File: src/rtl/boss_pkg.sv
// Shared sizing defaults and flash FSM state type for the boss sprite pipeline.
`timescale 1ns/1ps
package boss_pkg;

  localparam int unsigned SPR_W_DEF        = 64;
  localparam int unsigned SPR_H_DEF        = 64;
  localparam int unsigned ROM_AW_DEF       = 12;
  localparam int unsigned FLASH_FRAMES_DEF = 16;
  localparam logic [3:0]  TRANSP_IDX_DEF   = 4'h0;
  localparam int unsigned FCNT_W           = 5;

  typedef enum logic {
    IDLE  = 1'b0,
    FLASH = 1'b1
  } flash_state_t;

endpackage

File: src/rtl/boss_flash_fsm.sv
// Damage-flash controller: counts frames after a hit and produces a
// frame-aligned hide strobe so the blink never tears mid-frame.
`timescale 1ns/1ps
module boss_flash_fsm
  import boss_pkg::*;
#(
  parameter int unsigned FLASH_FRAMES = FLASH_FRAMES_DEF
) (
  input  logic Clk,
  input  logic Reset,
  input  logic hit,
  input  logic frame_start,
  output logic hidden,
  output logic flashing
);

  flash_state_t        state, state_nx;
  logic [FCNT_W-1:0]   fcnt, fcnt_nx;
  logic                hidden_nx;

  // State, frame counter and registered outputs.
  always_ff @(posedge Clk) begin
    if (Reset) begin
      state    <= IDLE;
      fcnt     <= '0;
      hidden   <= 1'b0;
      flashing <= 1'b0;
    end else begin
      state    <= state_nx;
      fcnt     <= fcnt_nx;
      hidden   <= hidden_nx;
      flashing <= (state_nx == FLASH);
    end
  end

  // Next-state logic; a hit always wins over a coincident frame_start.
  always_comb begin
    state_nx  = state;
    fcnt_nx   = fcnt;
    hidden_nx = hidden;
    case (state)
      IDLE: begin
        if (hit) begin
          state_nx = FLASH;
          fcnt_nx  = FCNT_W'(FLASH_FRAMES);
        end
      end
      FLASH: begin
        if (hit) begin
          fcnt_nx = FCNT_W'(FLASH_FRAMES);
        end else if (frame_start) begin
          if (fcnt == FCNT_W'(1)) begin
            state_nx = IDLE;
            fcnt_nx  = '0;
          end else begin
            fcnt_nx = fcnt - FCNT_W'(1);
          end
        end
      end
      default: begin
        state_nx = IDLE;
        fcnt_nx  = '0;
      end
    endcase
    if (frame_start) begin
      hidden_nx = (state_nx == FLASH) && fcnt_nx[1];
    end
  end

endmodule

File: src/rtl/boss_sprite_fetch.sv
// Boss sprite fetch stage: box test and ROM addressing, ROM-latency alignment,
// transparency and flash blanking. Optional horizontal mirror under BOSS_HFLIP_EN.
`timescale 1ns/1ps
module boss_sprite_fetch
  import boss_pkg::*;
#(
  parameter int unsigned SPR_W        = SPR_W_DEF,
  parameter int unsigned SPR_H        = SPR_H_DEF,
  parameter int unsigned ROM_AW       = ROM_AW_DEF,
  parameter int unsigned FLASH_FRAMES = FLASH_FRAMES_DEF,
  parameter logic [3:0]  TRANSP_IDX   = TRANSP_IDX_DEF
) (
  input  logic              Clk,
  input  logic              Reset,
  input  logic [9:0]        DrawX,
  input  logic [9:0]        DrawY,
  input  logic              frame_start,
  input  logic [9:0]        boss_x,
  input  logic [9:0]        boss_y,
  input  logic              hit,
`ifdef BOSS_HFLIP_EN
  input  logic              flip,
`endif
  output logic [ROM_AW-1:0] rom_addr,
  input  logic [3:0]        rom_data,
  output logic [3:0]        index,
  output logic              boss_on,
  output logic              flashing
);

  localparam int unsigned XW = $clog2(SPR_W);
  localparam int unsigned YW = $clog2(SPR_H);

  logic [10:0]       rx_c, ry_c;
  logic              in_box_c;
  logic [XW-1:0]     col_c;
  logic [ROM_AW-1:0] addr_c;
  logic              in_box_q, in_box_d;
  logic              hidden;

  // Sprite-relative coordinates; bit 10 is the borrow of the subtraction.
  always_comb begin
    rx_c     = {1'b0, DrawX} - {1'b0, boss_x};
    ry_c     = {1'b0, DrawY} - {1'b0, boss_y};
    in_box_c = !rx_c[10] && !ry_c[10] &&
               (rx_c < 11'(SPR_W)) && (ry_c < 11'(SPR_H));
`ifdef BOSS_HFLIP_EN
    col_c    = flip ? (XW'(SPR_W - 1) - rx_c[XW-1:0]) : rx_c[XW-1:0];
`else
    col_c    = rx_c[XW-1:0];
`endif
    addr_c   = ROM_AW'({ry_c[YW-1:0], col_c});
  end

  // Stage 1 address, ROM-latency match, stage 3 colour/visibility.
  always_ff @(posedge Clk) begin
    if (Reset) begin
      rom_addr <= '0;
      in_box_q <= 1'b0;
      in_box_d <= 1'b0;
      index    <= 4'h0;
      boss_on  <= 1'b0;
    end else begin
      if (in_box_c) begin
        rom_addr <= addr_c;
      end
      in_box_q <= in_box_c;
      in_box_d <= in_box_q;
      index    <= in_box_d ? rom_data : 4'h0;
      boss_on  <= in_box_d && (rom_data != TRANSP_IDX) && !hidden;
    end
  end

  boss_flash_fsm #(
    .FLASH_FRAMES (FLASH_FRAMES)
  ) u_flash (
    .Clk         (Clk),
    .Reset       (Reset),
    .hit         (hit),
    .frame_start (frame_start),
    .hidden      (hidden),
    .flashing    (flashing)
  );

endmodule

File: config.mk
export PLATFORM = sky130hd
export DESIGN_NAME = boss_sprite_fetch
export DESIGN_NICKNAME = d
export VERILOG_FILES = /design/src/rtl/boss_pkg.sv /design/src/rtl/boss_flash_fsm.sv /design/src/rtl/boss_sprite_fetch.sv
export SDC_FILE = /design/constraint.sdc
export NUM_CORES = 1
export LEC_CHECK = 0
export ABC_AREA = 1
export BUFFER_PORTS_ARGS = -buffer_cell sky130_fd_sc_hd__buf_2
export CAP_MARGIN = 0
export CORE_ASPECT_RATIO = 0.9
export CORE_MARGIN = 3
export CORE_UTILIZATION = 25
export CTS_CLUSTER_DIAMETER = 30
export DETAILED_ROUTE_END_ITERATION = 6
export GPL_TIMING_DRIVEN = 0
export PLACE_DENSITY = 0.56
export SLEW_MARGIN = 30
export SYNTH_ARGS = -nofsm -noshare
export SYNTH_HDL_FRONTEND = slang
export SYNTH_SLANG_ARGS = --single-unit
export TNS_END_PERCENT = 20
File: constraint.sdc
create_clock -name Clk -period 2.65 [get_ports Clk]
set_clock_uncertainty 0.1 [all_clocks]
set_input_delay 0.3975 -clock Clk [delete_from_list [all_inputs] [get_ports Clk]]
set_output_delay 0.3975 -clock Clk [all_outputs]
set_load 0.01 [all_outputs]
# After elaboration in Yosys (flattened, before gate mapping)
# Index checks and enable logic that the tools add are counted.
# word_totals
reg_bits	26
input_bits	48
out_inout_bits	18
elab_cells	41
# classes
n_addsub	3
magnitude_cmp	2
eq_ne	3
muxes	10
n_bitwise	2
n_reduce_logical	12
# ops
cell	count
less-than comparator 11 x 7 -> 1 bit (second input constant)	2
subtractor 10 x 10 -> 11 bit	2
2-to-1 mux 5 bit	4
one-hot mux 5 bit (2 select lines)	1
logical AND 1 bit	6
equality test 5 x 1 -> 1 bit (second input constant)	1
subtractor 5 x 1 -> 5 bit (second input constant)	1
2-to-1 mux 1 bit	4
nonzero test 4 bit	1
logical NOT 1 bit	3
inequality test 3 bit (second input constant)	1
inequality test 2 bit (second input constant)	1
NOT 1 bit	2
one-hot mux 1 bit (2 select lines)	1
AND reduction 2 bit	1
OR reduction 2 bit	1

# Logic depth before layout (Yosys ltp)
# Gate-level depths: netlist of run 1.
# depth
word_depth	6
depth_mapped	17
ltp_nobuf	16

# Cells and area by module
# A second synthesis of run 1 with hierarchy kept.
# unflattened
hier_cells	392
hier_area_um2	2367.3
# by_module_without_submodules
mod	n_inst	cells_each	area_per_inst_um2	seq_area_each_um2
boss_sprite_fetch	1	334	1984.4	380.4
boss_flash_fsm	1	58	382.9	140.1

# Worst setup path after synthesis of run 1
# No wires, ideal clock.
# synth_path
path_kind	in2reg
start	input DrawX[0]
end	register rom_addr[10]
setup_time_ps	113
arrival_time_ps	2027
required_ps	2437
setup_slack_ps	411
stages	17
n_path_buf	1
path_cell_list	inv_1 > ha_1 > inv_1 > fa_1 > nand2_1 > nand2_1 > nand3_1 > nand2_1 > nand2_2 > nand2_4 > nor2_8 > nand3_2 > nor2_4 > buf_6 > nand3_1 > nand2_1 > nor2_1
# synth_via
elab_chain_len	5
word_cells_on_any_way	6
cone_classes	add/sub (1); order compare (1); reduce/logical (4)
# synth_rtl
item	line	text
from (decl)	boss_sprite_fetch.sv:15	input logic [9:0] DrawX,
subtractor 10 x 10 -> 11 bit (*)	boss_sprite_fetch.sv:43	rx_c = {1'b0, DrawX} - {1'b0, boss_x};
parallel branches: the longest is 2 deep, another holds less-than comparator 11 x 7 -> 1 bit	--	
logical AND 1 bit (*)	boss_sprite_fetch.sv:45	in_box_c = !rx_c[10] && !ry_c[10] &&
logical AND 1 bit (*)	boss_sprite_fetch.sv:46	(rx_c < 11'(SPR_W)) && (ry_c < 11'(SPR_H));
to (signal assigned)	boss_sprite_fetch.sv:65	rom_addr <= addr_c;
to (decl)	boss_sprite_fetch.sv:24	output logic [ROM_AW-1:0] rom_addr,
# Mark *: on every way between the ends.
# A chain may end at the register's enable or synchronous reset.

# Worst setup path after layout of run 1
# Ends and elaborated chain as after synthesis.

==> results of run 1 <==
## worst min-delay path, delay by kind of cell
| family | cells | cell delay (ns) |
|---|---|---|
| buffers and inverters | 2 | 0.14 |
| and+or+nand+nor | 1 | 0.04 |
## state kept, by name, indices dropped and copies added (netlist names)
| name | cells |
|---|---|
| rom_addr | 12 |
| u_flash.fcnt | 5 |
| index | 4 |
| boss_on | 1 |
| in_box_d | 1 |
| in_box_q | 1 |
| u_flash.flashing | 1 |
| u_flash.hidden | 1 |
## metal layers
metal  vias to the layer above  wire [um]  GRT usage
met5                         -          0          0
met4                         0         21     0.0175
met3                         2        254    0.00864
met2                        43       2320      0.160
met1                       985       2750      0.148
li1                       1265          -          -
## area by class of cell
type                       instances  area, um2
timing repair buffer              64        320
clock buffer                       4       55.1
inverter                          73        274
tap                              119        149
fill                            1036       5950
buffer                             5       37.5
sequential                        26        520
multi-input combinational        263       1500
## Yosys cell counts, types with 3 or more instances
| library cell | n | area [um2] |
|---|---|---|
| a21oi_1 | 14 | 70.1 |
| dfxtp_1 | 26 | 521 |
| ha_1 | 22 | 275 |
| inv_1 | 68 | 255 |
| inv_2 | 4 | 15.0 |
| nand2_1 | 97 | 364 |
| nand2_2 | 7 | 43.8 |
| nand3_1 | 27 | 135 |
| nand3_2 | 4 | 40.0 |
| nand4_1 | 5 | 31.3 |
| nor2_1 | 48 | 180 |
| nor2_2 | 3 | 18.8 |
| nor2_4 | 3 | 33.8 |
| nor3_1 | 3 | 15.0 |
| o21ai_0 | 3 | 15.0 |
| xnor2_1 | 4 | 35.0 |
| xor2_1 | 6 | 52.6 |
## worst max path at each step
| stage | slack, ns | end | depth (start not counted) |
|---|---|---|---|
| 3_5_place_dp | 0.08 | rom_addr[10]$_SDFFE_PP0P_ | 18 |
| 2_1_floorplan | 0.41 | rom_addr[10]$_SDFFE_PP0P_ | 17 |
| 6_report | 0.38 | rom_addr[10]$_SDFFE_PP0P_ | 18 |
| 4_1_cts | 0.36 | rom_addr[10]$_SDFFE_PP0P_ | 18 |
| 5_1_grt | 0.19 | rom_addr[10]$_SDFFE_PP0P_ | 18 |
| 3_3_place_gp | 0.1 | rom_addr[10]$_SDFFE_PP0P_ | 18 |
## stage by stage
stage	instances	worst slack [ns]	util	hold slack, ns	instance area (um2)
6_report	554	0.382	0.324	0.249	2860
5_1_grt	554	0.191	0.324	0.250	2860
4_1_cts	554	0.358	0.324	0.245	2860
3_5_place_dp	550	0.0755	0.318	0.305	2800
3_3_place_gp	550	0.0975	0.318	0.298	2800
2_1_floorplan	367	0.411	-	0.288	2330
## cells by family (layout without fill, tap and decap cells)
group                    after synthesis  in the layout  share of synthesized area
AND/OR/NAND/NOR                      206            206                      0.413
buffers and inverters                 78            146                      0.134
flip-flops                            26             26                      0.223
adder cells (fa/ha/maj)               24             24                      0.135
AO/OA/AOI/OAI                         23             23                     0.0574
XOR/XNOR                              10             10                     0.0376
## power groups by stage
| stage | sequential [mW] | clock, mW | combinational (mW) |
|---|---|---|---|
| after global placement | 0.409 | 0 | 0.390 |
| after detailed placement | 0.409 | 0 | 0.394 |
| after floorplan | 0.409 | 0 | 0.293 |
| after global routing | 0.401 | 0.277 | 0.450 |
| after CTS | 0.400 | 0.259 | 0.396 |
| final | 0.400 | 0.252 | 0.390 |
==> flow_summary.ini, run 1 <==
[floorplanning]
num_rows = 32
pin_count = 66
fp.dieW_um = 108
start_util = 0.265
die_h_um = 97.6
dieArea_um2 = 10500
core_um2 = 8810

[critical_path]
path_cells = buf_2 -> inv_1 -> ha_1 -> inv_1 -> fa_1 -> nand2_1 -> nand2_1 -> nand3_1 -> nand2_1 -> nand2_2 -> nand2_4 -> nor2_8 -> nand3_2 -> nor2_4 -> buf_6 -> nand3_1 -> nand2_1 -> nor2_1
crit_slowest_cell = fa_1
max_stage_delay_ns = 0.43
rrSetupSlack_ns = 1.22
reg2reg_from = u_flash.fcnt[0]$_SDFFE_PP0P_
crit_fanout = 10
critPathRequiredTime_ns = 2.72
crit_arrival_ns = 2.33
cp-end-kind = register
crit_buf_inv = 4
r2r_cells = 6
startpoint_type = primary input
crit_type = primary input to register
cp_common_cell = nand2_1
cp_top_family = simple AND/OR/NAND/NOR gates
cp-startpoint = DrawX[0]
r2r-end = u_flash.hidden$_SDFFE_PP0P_

[synth]
seq_area_frac_synth = 0.223
synth_cell_types = 36
synth-async-reset-ratio = 0
ys_ff_latch = 26
syn_area_um2 = 2330
syn-num-nets = 439
postSynthCellCount = 367
synth_warnings = 0
synth_edf_count = 0
synth_flop_cell = dfxtp_1
syn_area_per_cell_um2 = 6.35

[grt]
grt_util_all_layers = 0.100
grt_max_degree = 15
grt_pass1_wl_um = 9000
antenna_found_initial = 0
grt_overflow = 0
grt_pass1_vias = 2113

[power_and_ir_drop]
comb_power_share = 0.375
cellPowerDensity_nw_per_um2 = 365
p_seq_frac = 0.384
ir_drop_uv = 174
leakagePower_nw = 1.61
switchingPower_mw = 0.359
p_total_mw = 1.04
p_int_mw = 0.682
pwr-share-clk = 0.242
p_sw_frac = 0.345

[cells_and_area]
mostFrequentLayoutCells = 97 x nand2_1, 68 x inv_1, 64 x buf_2
mostFrequentLayoutCell = nand2_1
antennaDiodeCount = 0
final_nets = 508
drive_above_1_share = 0.228
syn_to_final_growth_pct = 22.5

[sta]
min_period_over_period = 0.856
worst_pin_slew_ns = 0.405
finalSetupTns_ns = 0
finalHoldViolCount = 0
fin_crit_ns = 2.27
relSlewSlack = 0.730
maxSlewViolCount = 0
max_freq_mhz = 441
rsz0062_at_grt = no
setup_viol = 0

[place]
io_buffers = 64
dp_hpwl_um = 4710
gp_congestion = 0.826

[clock_network]
htreeDepth = 1
cts_made_buffers = 3
cts-resized-gates = 0
clk_latency_ns = 0.26
cts-root-buf = clkbuf_8
cts_hold_buf = 0
path_clk_slew_ns = 0.09
clock_path_buffers = 2
cts_tree = done
cts_sinks = 26
cts_setup_buffers = 0

[run]
max-cap-violations = 0

[drt]
routedWlPerCell_um = 9.64
wl_um = 5340
ant_nets = 0
firstDrtPassIters = 4
drc = 0
vias = 2295
first_iter_violations = 52
vias_per_cell = 4.14

[status]
status = finished clean

[hold_path]
hp-start = rom_data[0]
hold_class = primary input to register
holdPathStages = 3
hold_path_end = index[0]$_SDFF_PP0_
No activity file was read; power rests on OpenSTA's default activity.
==> run 2, diff against run 1 <==
--- a/config.mk
+++ b/config.mk
@@ -5,7 +5,6 @@
 export SDC_FILE = /design/constraint.sdc
 export NUM_CORES = 1
 export LEC_CHECK = 0
-export ABC_AREA = 1
 export BUFFER_PORTS_ARGS = -buffer_cell sky130_fd_sc_hd__buf_2
 export CAP_MARGIN = 0
 export CORE_ASPECT_RATIO = 0.9
@@ -14,9 +13,10 @@
 export CTS_CLUSTER_DIAMETER = 30
 export DETAILED_ROUTE_END_ITERATION = 6
 export GPL_TIMING_DRIVEN = 0
-export PLACE_DENSITY = 0.56
+export PLACE_DENSITY = 0.57
 export SLEW_MARGIN = 30
 export SYNTH_ARGS = -nofsm -noshare
 export SYNTH_HDL_FRONTEND = slang
+export SYNTH_HIERARCHICAL = 1
 export SYNTH_SLANG_ARGS = --single-unit
 export TNS_END_PERCENT = 20
==> constraint.sdc (replaced) <==
create_clock -name Clk -period 2.11 [get_ports Clk]
set_clock_uncertainty 0.1 [all_clocks]
set_input_delay 0.3165 -clock Clk [delete_from_list [all_inputs] [get_ports Clk]]
set_output_delay 0.3165 -clock Clk [all_outputs]
set_load 0.01 [all_outputs]
==> run 2 against run 1 <==
The run now ends with setup timing left; combinational power is 31% higher; clock power rose by 64%; flip-flop and latch count stayed put; register-to-register slack worse by 0.84 ns; design area decreased by 0.39%; die area fell by 9.0%; sequential power increased by 26%; largest cell class unchanged; highest routed layer unchanged.
==> flow_summary.ini, run 2 <==
[cells_and_area]
drive_above_1_share = 0.360
largest_reg_flops = 12
top_regs = rom_addr (12), u_flash/fcnt (5), index (4)
final_util = 0.349
mostFrequentLayoutCells = 65 x buf_2, 26 x inv_1, 26 x dfxtp_1
final_nets = 401
antennaDiodeCount = 0
fillers = 862
fin_area_um2 = 2840
layout.cells.non_filler = 427
mostFrequentLayoutCell = buf_2
syn_to_final_growth_pct = 34.8
largest_register = rom_addr

[drt]
wl_um = 5190
first_iter_violations = 72
drc = 0
vias = 2057
ant_nets = 0
firstDrtPassIters = 4
routedWlPerCell_um = 12.2
vias_per_cell = 4.82

[floorplanning]
dieArea_um2 = 9580
start_util = 0.259
core_um2 = 8150
num_rows = 31
pin_count = 66
die_h_um = 93.1
fp.dieW_um = 103

[sta]
rsz0062_at_grt = yes
maxSlewViolCount = 0
holdWs_ns = 0.162
fin_crit_ns = 2.64
min_period_over_period = 1.25
relSlewSlack = 0.624
finalSetupTns_ns = -5.62
worst_pin_slew_ns = 0.561
setup_viol = 13
finalHoldViolCount = 0
fin_ws_ns = -0.526
max_freq_mhz = 379

[power_and_ir_drop]
cellPowerDensity_nw_per_um2 = 502
comb_power_share = 0.358
p_seq_frac = 0.353
p_int_mw = 0.990
ir_drop_uv = 330
pwr-share-clk = 0.289
p_sw_frac = 0.306
switchingPower_mw = 0.437
leakagePower_nw = 1.28

[synth]
syn_area_per_cell_um2 = 8.44
synth_commonest_cells = 29 x inv_1, 26 x dfxtp_1, 22 x ha_1, 18 x a21oi_1, 17 x nor2_1
syn-num-nets = 322
ys_ff_latch = 26
ys_top_cells_by_area = dfxtp_1 25%, ha_1 13%, inv_1 5.2%
synth-async-reset-ratio = 0
synth_flop_cell = dfxtp_1
synth_most_common_cell = inv_1
syn_area_um2 = 2110
synth_warnings = 6
synth_cell_types = 57
synth_edf_count = 0
yosysTopAreaCell = dfxtp_1
synth_top_area_share = 0.247
seq_area_frac_synth = 0.247
postSynthCellCount = 250

[grt]
grt_max_degree = 16
grt_pass1_wl_um = 8450
grt_overflow = 0
grt_util_all_layers = 0.106
antenna_found_initial = 0
grt_pass1_vias = 1885

[hold_path]
holdPathStages = 2
hold_class = primary input to register

[critical_path]
crit_arrival_ns = 2.69
crit_end = rom_addr[1]$_SDFFE_PP0P_
rrSetupSlack_ns = 0.38
startpoint_type = primary input
r2r-end = u_flash/state$_SDFF_PP0_
cp-end-kind = register
crit_fanout = 5
r2r_cells = 4
crit_type = primary input to register
reg2reg_from = u_flash/fcnt[0]$_SDFFE_PP0P_
cp-startpoint = DrawX[0]
critPathRequiredTime_ns = 2.16

[status]
violations = setup timing
status = complete, but fails checks

[place]
io_buffers = 65
place_area_um2 = 2610
dp_hpwl_um = 4150
gp_congestion = 0.791
dp_cells = 414

[run]
max-cap-violations = 0

[clock_network]
cts_tree = done
path_clk_slew_ns = 0.10
clk_latency_ns = 0.27
cts-root-buf = clkbuf_8
cts_sinks = 26
clock_path_buffers = 2
cts_made_buffers = 3
cts_hold_buf = 0
htreeDepth = 1
-- run 2: worst min path at each step --
stage | startpoint | endpoint
after global placement | u_flash/hidden$_SDFFE_PP0P_ | boss_on$_SDFF_PP0_
after detailed placement | u_flash/hidden$_SDFFE_PP0P_ | boss_on$_SDFF_PP0_
final | Reset | u_flash/fcnt[4]$_SDFFE_PP0P_
after floorplan | Reset | u_flash/state$_SDFF_PP0_
after CTS | Reset | u_flash/fcnt[4]$_SDFFE_PP0P_
after global routing | rom_data[0] | index[0]$_SDFF_PP0_
-- run 2: cell type report --
class	instances	area, um2	area share
multi-input combinational	189	1550	0.545
sequential	26	520	0.183
timing repair buffer	75	425	0.150
tap	99	124	0.0436
inverter	29	121	0.0427
clock buffer	3	41.3	0.0145
buffer	5	31.3	0.0110
clock inverter	1	30.0	0.0106
-- run 2: worst max-delay path, cell delays in order --
cell and delay [ns]:
buf_8 0.11, inv_12 0.04, ha_4 0.12, inv_2 0.03, fa_2 0.36, a211oi_4 0.26
nor2_2 0.08, o22ai_2 0.17, mux2_4 0.33, or4b_4 0.54, o31ai_2 0.25, a21oi_1 0.08
-- run 2: timing repair --
action	CTS	global route
endpoints found under the setup margin	13	13
gates resized for setup	16	8
pin swaps	9	6
buffers inserted	8	2
-- run 2: kinds of logic after synthesis --
group | Yosys count | synth area share
AOI/OAI and AO/OA | 70 | 0.231
xor gates and xnor gates | 5 | 0.0208
adders and majority gates | 24 | 0.149
buffers and inverters | 35 | 0.0706
DFF | 26 | 0.247
muxes | 6 | 0.0362
and+or+nand+nor | 84 | 0.246
-- run 2: power by group through the flow --
stage | clock network [mW] | registers [mW] | logic [mW]
final | 0.413 | 0.503 | 0.511
after global routing | 0.438 | 0.505 | 0.572
after CTS | 0.423 | 0.503 | 0.500
after detailed placement | 0 | 0.515 | 0.457
after global placement | 0 | 0.514 | 0.454
after floorplan | 0 | 0.514 | 0.332
-- run 2: stage by stage --
stage / worst slack, ns / total power [mW]
4_1_cts: -0.627 / 1.43
3_5_place_dp: -1.17 / 0.971
5_1_grt: -0.621 / 1.51
3_3_place_gp: -1.13 / 0.969
6_report: -0.526 / 1.43
2_1_floorplan: -0.737 / 0.846
-- run 2: per-layer routing --
layer,track usage,vias to the layer above,routed length [um]
met5,0,-,0
met4,0.0194,0,53
met3,0.0179,6,258
met2,0.172,63,2370
met1,0.150,919,2510
li1,-,1069,-
